$ cat config.mk
export PLATFORM = sky130hd
export DESIGN_NAME = mux_arb_8
export DESIGN_NICKNAME = d
export VERILOG_FILES = /design/src/rtl/mux_arb_pkg.sv /design/src/rtl/mux_arb_8_rr_pick8.sv /design/src/rtl/mux_arb_8.sv
export SDC_FILE = /design/constraint.sdc
export NUM_CORES = 1
export LEC_CHECK = 0
export ABC_AREA = 0
export CAP_MARGIN = 20
export CORE_MARGIN = 4
export CORE_UTILIZATION = 60
export CTS_BUF_LIST = sky130_fd_sc_hd__clkbuf_8
export DETAILED_ROUTE_END_ITERATION = 12
export PLACE_DENSITY = 0.84
export SYNTH_ARGS = -nofsm -noshare
export SYNTH_HDL_FRONTEND = slang
export SYNTH_HIERARCHICAL = 1
export SYNTH_SLANG_ARGS = --single-unit
export TNS_END_PERCENT = 100
$ cat constraint.sdc
create_clock -name clk -period 6.88 [get_ports clk]
set_clock_uncertainty 0.15 [all_clocks]
set_input_delay 1.376 -clock clk [delete_from_list [all_inputs] [get_ports clk]]
set_output_delay 1.376 -clock clk [all_outputs]
set_load 0.02 [all_outputs]
$ cat src/rtl/mux_arb_pkg.sv
// mux_arb_pkg
// Shared constants, FSM state encoding and a helper for the mux_arb_8
// round-robin arbiter and its rotating picker.
// Optional feature macro used by the top: MUX_ARB_HOLD_LIMIT_EN.
package mux_arb_pkg;

   localparam int N_REQ      = 8;
   localparam int SEL_W      = 3;
   localparam int HOLD_CNT_W = 8;

   typedef enum logic {
      ST_IDLE  = 1'b0,
      ST_GRANT = 1'b1
   } state_e;

   // One-hot vector with only bit idx set.
   function automatic logic [N_REQ-1:0] onehot(input logic [SEL_W-1:0] idx);
      return N_REQ'(1) << idx;
   endfunction

endpackage

$ cat src/rtl/mux_arb_8_rr_pick8.sv
// rr_pick8
// Combinational rotating first-set search over 8 requests.
// Ports:
//   req_i   [7:0]  request vector
//   ptr_i   [2:0]  index with highest priority
//   excl_i  [7:0]  requests to ignore (the current owner on handover)
//   found_o        at least one eligible request
//   idx_o   [2:0]  first eligible index scanning ptr, ptr+1, ... mod 8
module rr_pick8
   import mux_arb_pkg::*;
(
   input  logic [N_REQ-1:0] req_i,
   input  logic [SEL_W-1:0] ptr_i,
   input  logic [N_REQ-1:0] excl_i,
   output logic             found_o,
   output logic [SEL_W-1:0] idx_o
);

   logic [SEL_W-1:0] cand;

   always_comb begin
      found_o = 1'b0;
      idx_o   = '0;
      cand    = '0;
      for (int k = 0; k < N_REQ; k++) begin
         // 3-bit addition wraps 7 -> 0 on its own
         cand = ptr_i + SEL_W'(k);
         if (!found_o && req_i[cand] && !excl_i[cand]) begin
            found_o = 1'b1;
            idx_o   = cand;
         end
      end
   end

endmodule

$ cat src/rtl/mux_arb_8.sv
// mux_arb_8
// Round-robin arbiter sharing one 8:1 single-bit mux between 8 requesters.
// A grant is held while its owner keeps requesting; when the owner drops,
// the next pending requester takes over on the same edge.
// Ports:
//   clk    rising-edge clock
//   rst    synchronous active-high reset
//   req    [7:0] level-sensitive requests
//   i      [7:0] data bit per requester
//   gnt    [7:0] registered one-hot grant, zero when idle
//   sel    [2:0] registered index of the granted requester
//   valid  registered, high while a grant is held
//   y      i[sel] while valid, else 0
// Optional: define MUX_ARB_HOLD_LIMIT_EN to force rotation after HOLD_MAX
// consecutive grant cycles when another requester is waiting.
module mux_arb_8
   import mux_arb_pkg::*;
#(
   parameter int N        = 8,
   parameter int HOLD_MAX = 16
) (
   input  logic             clk,
   input  logic             rst,
   input  logic [N-1:0]     req,
   input  logic [N-1:0]     i,
   output logic [N-1:0]     gnt,
   output logic [SEL_W-1:0] sel,
   output logic             valid,
   output logic             y
);

   state_e           state_q, state_d;
   logic [N-1:0]     gnt_q, gnt_d;
   logic [SEL_W-1:0] sel_q, sel_d;
   logic             valid_q, valid_d;
   logic [SEL_W-1:0] ptr_q, ptr_d;

   logic [N-1:0]     excl;
   logic             found;
   logic [SEL_W-1:0] idx;
   logic             force_rot;
   logic             load;
   logic             keep;

   // While granting, the owner is masked so the search yields the next
   // requester after it (ptr already sits at owner+1).
   assign excl = (state_q == ST_GRANT) ? onehot(sel_q) : '0;

   rr_pick8 u_pick (
      .req_i   (req),
      .ptr_i   (ptr_q),
      .excl_i  (excl),
      .found_o (found),
      .idx_o   (idx)
   );

`ifdef MUX_ARB_HOLD_LIMIT_EN
   logic [HOLD_CNT_W-1:0] cnt_q, cnt_d;

   // Rotation is only forced when someone else is actually waiting.
   assign force_rot = (cnt_q >= HOLD_CNT_W'(HOLD_MAX)) && found;

   always_comb begin
      cnt_d = cnt_q;
      if (load) begin
         cnt_d = HOLD_CNT_W'(1);
      end else if (keep && (cnt_q != '1)) begin
         cnt_d = cnt_q + HOLD_CNT_W'(1);
      end
   end

   always_ff @(posedge clk) begin
      if (rst) begin
         cnt_q <= '0;
      end else begin
         cnt_q <= cnt_d;
      end
   end
`else
   assign force_rot = 1'b0;
`endif

   always_comb begin
      state_d = state_q;
      gnt_d   = gnt_q;
      sel_d   = sel_q;
      valid_d = valid_q;
      ptr_d   = ptr_q;
      load    = 1'b0;
      keep    = 1'b0;
      unique case (state_q)
         ST_IDLE: begin
            if (found) begin
               load = 1'b1;
            end
         end
         ST_GRANT: begin
            if (req[sel_q] && !force_rot) begin
               keep = 1'b1;
            end else if (found) begin
               load = 1'b1;
            end else begin
               state_d = ST_IDLE;
               gnt_d   = '0;
               sel_d   = '0;
               valid_d = 1'b0;
            end
         end
         default: state_d = ST_IDLE;
      endcase
      if (load) begin
         state_d = ST_GRANT;
         gnt_d   = onehot(idx);
         sel_d   = idx;
         valid_d = 1'b1;
         // Last winner gets lowest priority next time
         ptr_d   = idx + SEL_W'(1);
      end
   end

   always_ff @(posedge clk) begin
      if (rst) begin
         state_q <= ST_IDLE;
         gnt_q   <= '0;
         sel_q   <= '0;
         valid_q <= 1'b0;
         ptr_q   <= '0;
      end else begin
         state_q <= state_d;
         gnt_q   <= gnt_d;
         sel_q   <= sel_d;
         valid_q <= valid_d;
         ptr_q   <= ptr_d;
      end
   end

   assign gnt   = gnt_q;
   assign sel   = sel_q;
   assign valid = valid_q;
   assign y     = valid_q ? i[sel_q] : 1'b0;

endmodule

* Word level (Yosys, flattened, before mapping) *
Index checks and enable logic that the tools add are counted.

cells by class
  add/sub/neg operators = 8
  $lt $le $gt $ge = 9
  equality and inequality tests = 2
  shift operators = 2
  mux-type cells = 72
  bitwise logic cells = 1
  reductions and logical operators = 32

operators with widths
  operator               number
  $bmux W1 S3            18
  $mux W8                5
  $lt A3 B4 Y1 const B   9
  $mux W1                36
  $mux W3                12
  $shl A1 B3 Y8 const A  2
  $logic_and A1 B1 Y1    15
  $logic_not A1 Y1       15
  $add A3 B3 Y3 const B  4
  $add A3 B1 Y3 const B  2
  $add A3 B2 Y3 const B  2
  $reduce_and A3 Y1      1
  $ne A2 B1 Y1 const B   1
  $ne A2 B2 Y1 const B   1
  $pmux W1 S2            1
  $reduce_bool A2 Y1     1
  $not A1 Y1             1

word-level totals
  register bits = 16
  input bits = 18
  output and inout bits = 13
  logic and storage cells = 131

* Depth between registers and ports, before layout *
  word-level depth = 40
  depth in mapped cells = 16
  mapped depth without buffers = 14

* Modules after synthesis *
The synthesis kept the hierarchy.

by module, submodules not included
  module     times used  cells each  area each (um2)  seq. area each (um2)
  mux_arb_8  1           123         1101.1           320.3
  rr_pick8   1           109         1066.0           0.0

* Least setup slack after synthesis *
Ideal clock, no wire load.

  path type = input-to-reg
  start point = in req[1]
  end point = reg ptr_q[2]
  setup time = 123 ps
  arrival time = 3723 ps
  setup slack = 2884 ps
  cell stages on the path = 11
  cells stage by stage = nand2b_4 -> mux4_2 -> nor3b_1 -> a21oi_2 -> nor4b_4 -> a211oi_1 -> a21oi_1 -> inv_1 -> ha_1 -> nor2_1 -> mux2_1

RTL lines
  what                               RTL line                  text
  start, declared                    mux_arb_8.sv:24           input logic [N-1:0] req,
  $bmux W1 S3                        mux_arb_8_rr_pick8.sv:28  if (!found_o && req_i[cand] && !excl_i[cand]) begin
  $mux W1 (not written as such)      mux_arb_8_rr_pick8.sv:28
  $logic_and A1 B1 Y1                mux_arb_8_rr_pick8.sv:28
  $mux W1                            mux_arb_8_rr_pick8.sv:28
  $logic_not A1 Y1                   mux_arb_8_rr_pick8.sv:28
  $logic_and A1 B1 Y1 (2 in series)  mux_arb_8_rr_pick8.sv:28
  $mux W1                            mux_arb_8_rr_pick8.sv:28
  $logic_not A1 Y1                   mux_arb_8_rr_pick8.sv:28
  [15 not listed]                    --
  $logic_not A1 Y1                   mux_arb_8_rr_pick8.sv:28
  $logic_and A1 B1 Y1 (2 in series)  mux_arb_8_rr_pick8.sv:28
  $mux W1                            mux_arb_8_rr_pick8.sv:28
  $logic_not A1 Y1                   mux_arb_8_rr_pick8.sv:28
  $logic_and A1 B1 Y1 (2 in series)  mux_arb_8_rr_pick8.sv:28
  $mux W3 *                          mux_arb_8_rr_pick8.sv:28
  via idx[2]                         mux_arb_8.sv:40           logic [SEL_W-1:0] idx;
  $add A3 B1 Y3 *                    mux_arb_8.sv:117          ptr_d = idx + SEL_W'(1);
  end signal, assigned               mux_arb_8.sv:133          ptr_q <= ptr_d;
  end, declared                      mux_arb_8.sv:36           logic [SEL_W-1:0] ptr_q, ptr_d;

Mark *: on every way through the listed nets, which the timed path passes. The rest lies on a longest branch. The select of a mux whose other input is x is not followed.
A chain may end at the register's enable or synchronous reset.

* Worst setup path after layout *
  start point = in req[7]
  end point = reg ptr_q[2]

The elaborated chain is that of the path after synthesis.

==> impl_metrics.toml <==
[drt]
via_count = 1935
drc = 0
drt_iter0_drc = 356
wire_per_inst_um = 17.5
antenna_left = 0
avgViaCountPerCell = 6.54
routed_wl_mm = 5.18
firstDrtPassIters = 4

[yosys]
synthesis.nets = 258
yosys.area_share.simple_pct = 24.8
yosys.area_share.adder_pct = 4.62
ys.warnings.count = 6
synth-compound-area-share_pct = 23.7
avgSynthCellArea_um2 = 9.34
synth_top_flop_cell = "dfxtp_1"
muxShareOfSynthArea_pct = 23.5
synth_seq_cells = 16
synth_area_um2 = 2170
synth_xor_area_share_pct = 1.15
synthCells = 232
ys_seq_area_share_pct = 14.8
synth_top_family_by_area = "simple AND/OR/NAND/NOR gates"
ys_types = 64
synthArstFlopShare_pct = 0
synth-edff-count = 0

[placement]
place_hpwl_mm = 3.87
port_buffers = 30
globalplace.congestion = 0.877

[clocking]
clockRootBuffer = "clkbuf_8"
cts_hold_buf = 0
cts_tree = "built"
post_cts_buffers = 0
cts.sinks = 16
postCtsResizedCells = 0
h-tree-depth = 1
cts.clk_slew.worst_paths_ps = 70
numCtsBuffers = 3
cts_buffer_depth = 2
insertion_delay_ps = 250

[power_and_ir_drop]
ir_drop_uv = 325
power.density_nw_per_um2 = 471
p_leak_nw = 0.902

[timing]
layout_min_cycle_time_ps = 4990
timing.final.crit_share_pct = 72.6
rsz0062_at_grt = "no"
max_freq_mhz = 200
worst_slew_pin_slew_ps = 893
finalSetupViolCount = 0
slew_headroom_pct = 38.7
fin_tns_setup_ps = 0
hold_slack_ps = 324
maxSlewViolCount = 0
final-hold-violation-count = 0

[floorplanning]
io_pins = 31
core_area_um2 = 3420
die_area_um2 = 4640
start_util_pct = 63.4
num_rows = 21
die_h_um = 68.1
die_w_um = 68.1

[min_path]
min_path_type = "flip-flop to flip-flop"

[grt]
grtUsageTotal_pct = 24.3
grt_pass1_vias = 1866
antenna_found_initial = 0
grt_max_degree = 24
grt_pass1_wl_mm = 8.76
grt_overflow = 0

[setup_path]
start_kind = "primary input"
setup.worst_path.end_class = "flip-flop"
worstPathRequired_ps = 6870
crit_path_max_fanout = 11
reg2reg_setup_slack_ps = 1950
cp.arrival_ps = 4980
path_class = "primary input to flip-flop"

[final_layout]
syn2layout_area_growth_pct = 13.6
antenna_cells = 0
layout-drive-gt1-share_pct = 18.4
nets = 278

[flow_run]
maxCapViolations = 0

[status]
outcome = "complete, no violations"
-- power breakdown --
| group | switching [W] | internal (W) | leakage (nW) |
|---|---|---|---|
| combinational | 0.000494 | 0.000405 | 0.749 |
| clock | 0.0000325 | 0.0000389 | 0.0216 |
| sequential | 0.0000635 | 0.000126 | 0.132 |
-- layout by cell type (no fill, tap or decap), types with 3 or more instances in the layout --
cell type	Yosys	routed
clkdlybuf4s50_1	0	30
nor2_1	20	20
dfxtp_1	16	16
mux4_2	13	13
mux2i_1	13	13
a21oi_1	11	11
inv_1	10	10
nand2b_1	10	10
nand2_1	10	10
nand2b_4	9	9
ha_1	8	8
nor2b_1	7	7
and3_1	6	6
a41oi_1	6	6
a31oi_1	6	6
nand3_1	5	5
o32ai_1	5	5
nor3_1	4	4
a211oi_1	4	4
clkbuf_8	0	3
o21a_1	3	3
-- cells in the mapped netlist (4+ instances only) --
cell type	instances	area share, %
a41oi_1	6	2.4
nor2b_1	7	2.0
mux4_2	13	14
nor3_1	4	0.92
a21oi_1	11	2.5
nand3_1	5	1.2
inv_1	10	1.7
nand2b_4	9	5.7
clkbuf_1	5	0.87
nand2b_1	10	2.9
dfxtp_1	16	15
a31oi_1	6	1.7
nand2_1	10	1.7
buf_6	4	2.1
o32ai_1	5	2.0
nor2_1	20	3.5
buf_4	4	1.4
mux2i_1	13	6.0
a211oi_1	4	1.4
ha_1	8	4.6
and3_1	6	1.7
-- registers in the layout, indices dropped and copies added, names as in the netlist --
name	cells
gnt	8
ptr_q	3
sel	3
state_q	1
valid	1
-- layer usage --
metal | vias to the layer above | GRT usage [%] | wire, um
li1 | 932 | - | -
met3 | 7 | 4.27 | 314
met5 | - | 0 | 0
met2 | 76 | 40.9 | 2540
met4 | 0 | 3.97 | 56
met1 | 920 | 33.1 | 2270
-- cell families (layout without fill, tap and decap cells) --
logic type / after synthesis / count (layout)
AOI/OAI and AO/OA: 64 / 64
xor gates and xnor gates: 2 / 2
adders and majority gates: 8 / 8
buffers and inverters: 28 / 46
DFF: 16 / 16
muxes: 31 / 31
and+or+nand+nor: 83 / 83
-- worst max-delay path, stage by stage --
cell and delay (ps):
clkdlybuf4s50_1 540, nand2b_4 100, mux4_2 450, mux2i_1 720, nor2_2 170, nor4b_4 200
a2111oi_2 340, a31oi_1 150, ha_1 310, ha_1 270, nor2_1 40, mux2_1 310
-- per-stage QoR --
step / setup WS (ps) / area (um2) / cells / utilization, % / power, W
finish: 1890 / 2460 / 296 / 72.1 / 0.00116
global route: 1560 / 2460 / 296 / 72.1 / 0.00126
CTS: 1920 / 2460 / 296 / 72.1 / 0.00115
detailed placement: 1670 / 2420 / 293 / 70.9 / 0.00107
global placement: 1760 / 2420 / 293 / 70.9 / 0.00106
floorplan: 2880 / 2170 / 232 / - / 0.000901
-- worst paths after layout --
kind | from | cells after the start | endpoint
setup / recovery | req[7] | 12 | ptr_q[2]
hold / removal | gnt[3] | 2 | gnt[3]
setup reg to reg | ptr_q[0] | 13 | ptr_q[2]
hold reg to reg | gnt[3] | 2 | gnt[3]
-- area by class of cell --
type	count	area, um2
clock buffers	3	41.3
fillers	241	953
inverters	13	56.3
multi-input cells	188	1690
flip-flops and latches	16	320
well taps	46	57.6
repair buffers	30	300
Power figures use the tool's default switching activity.
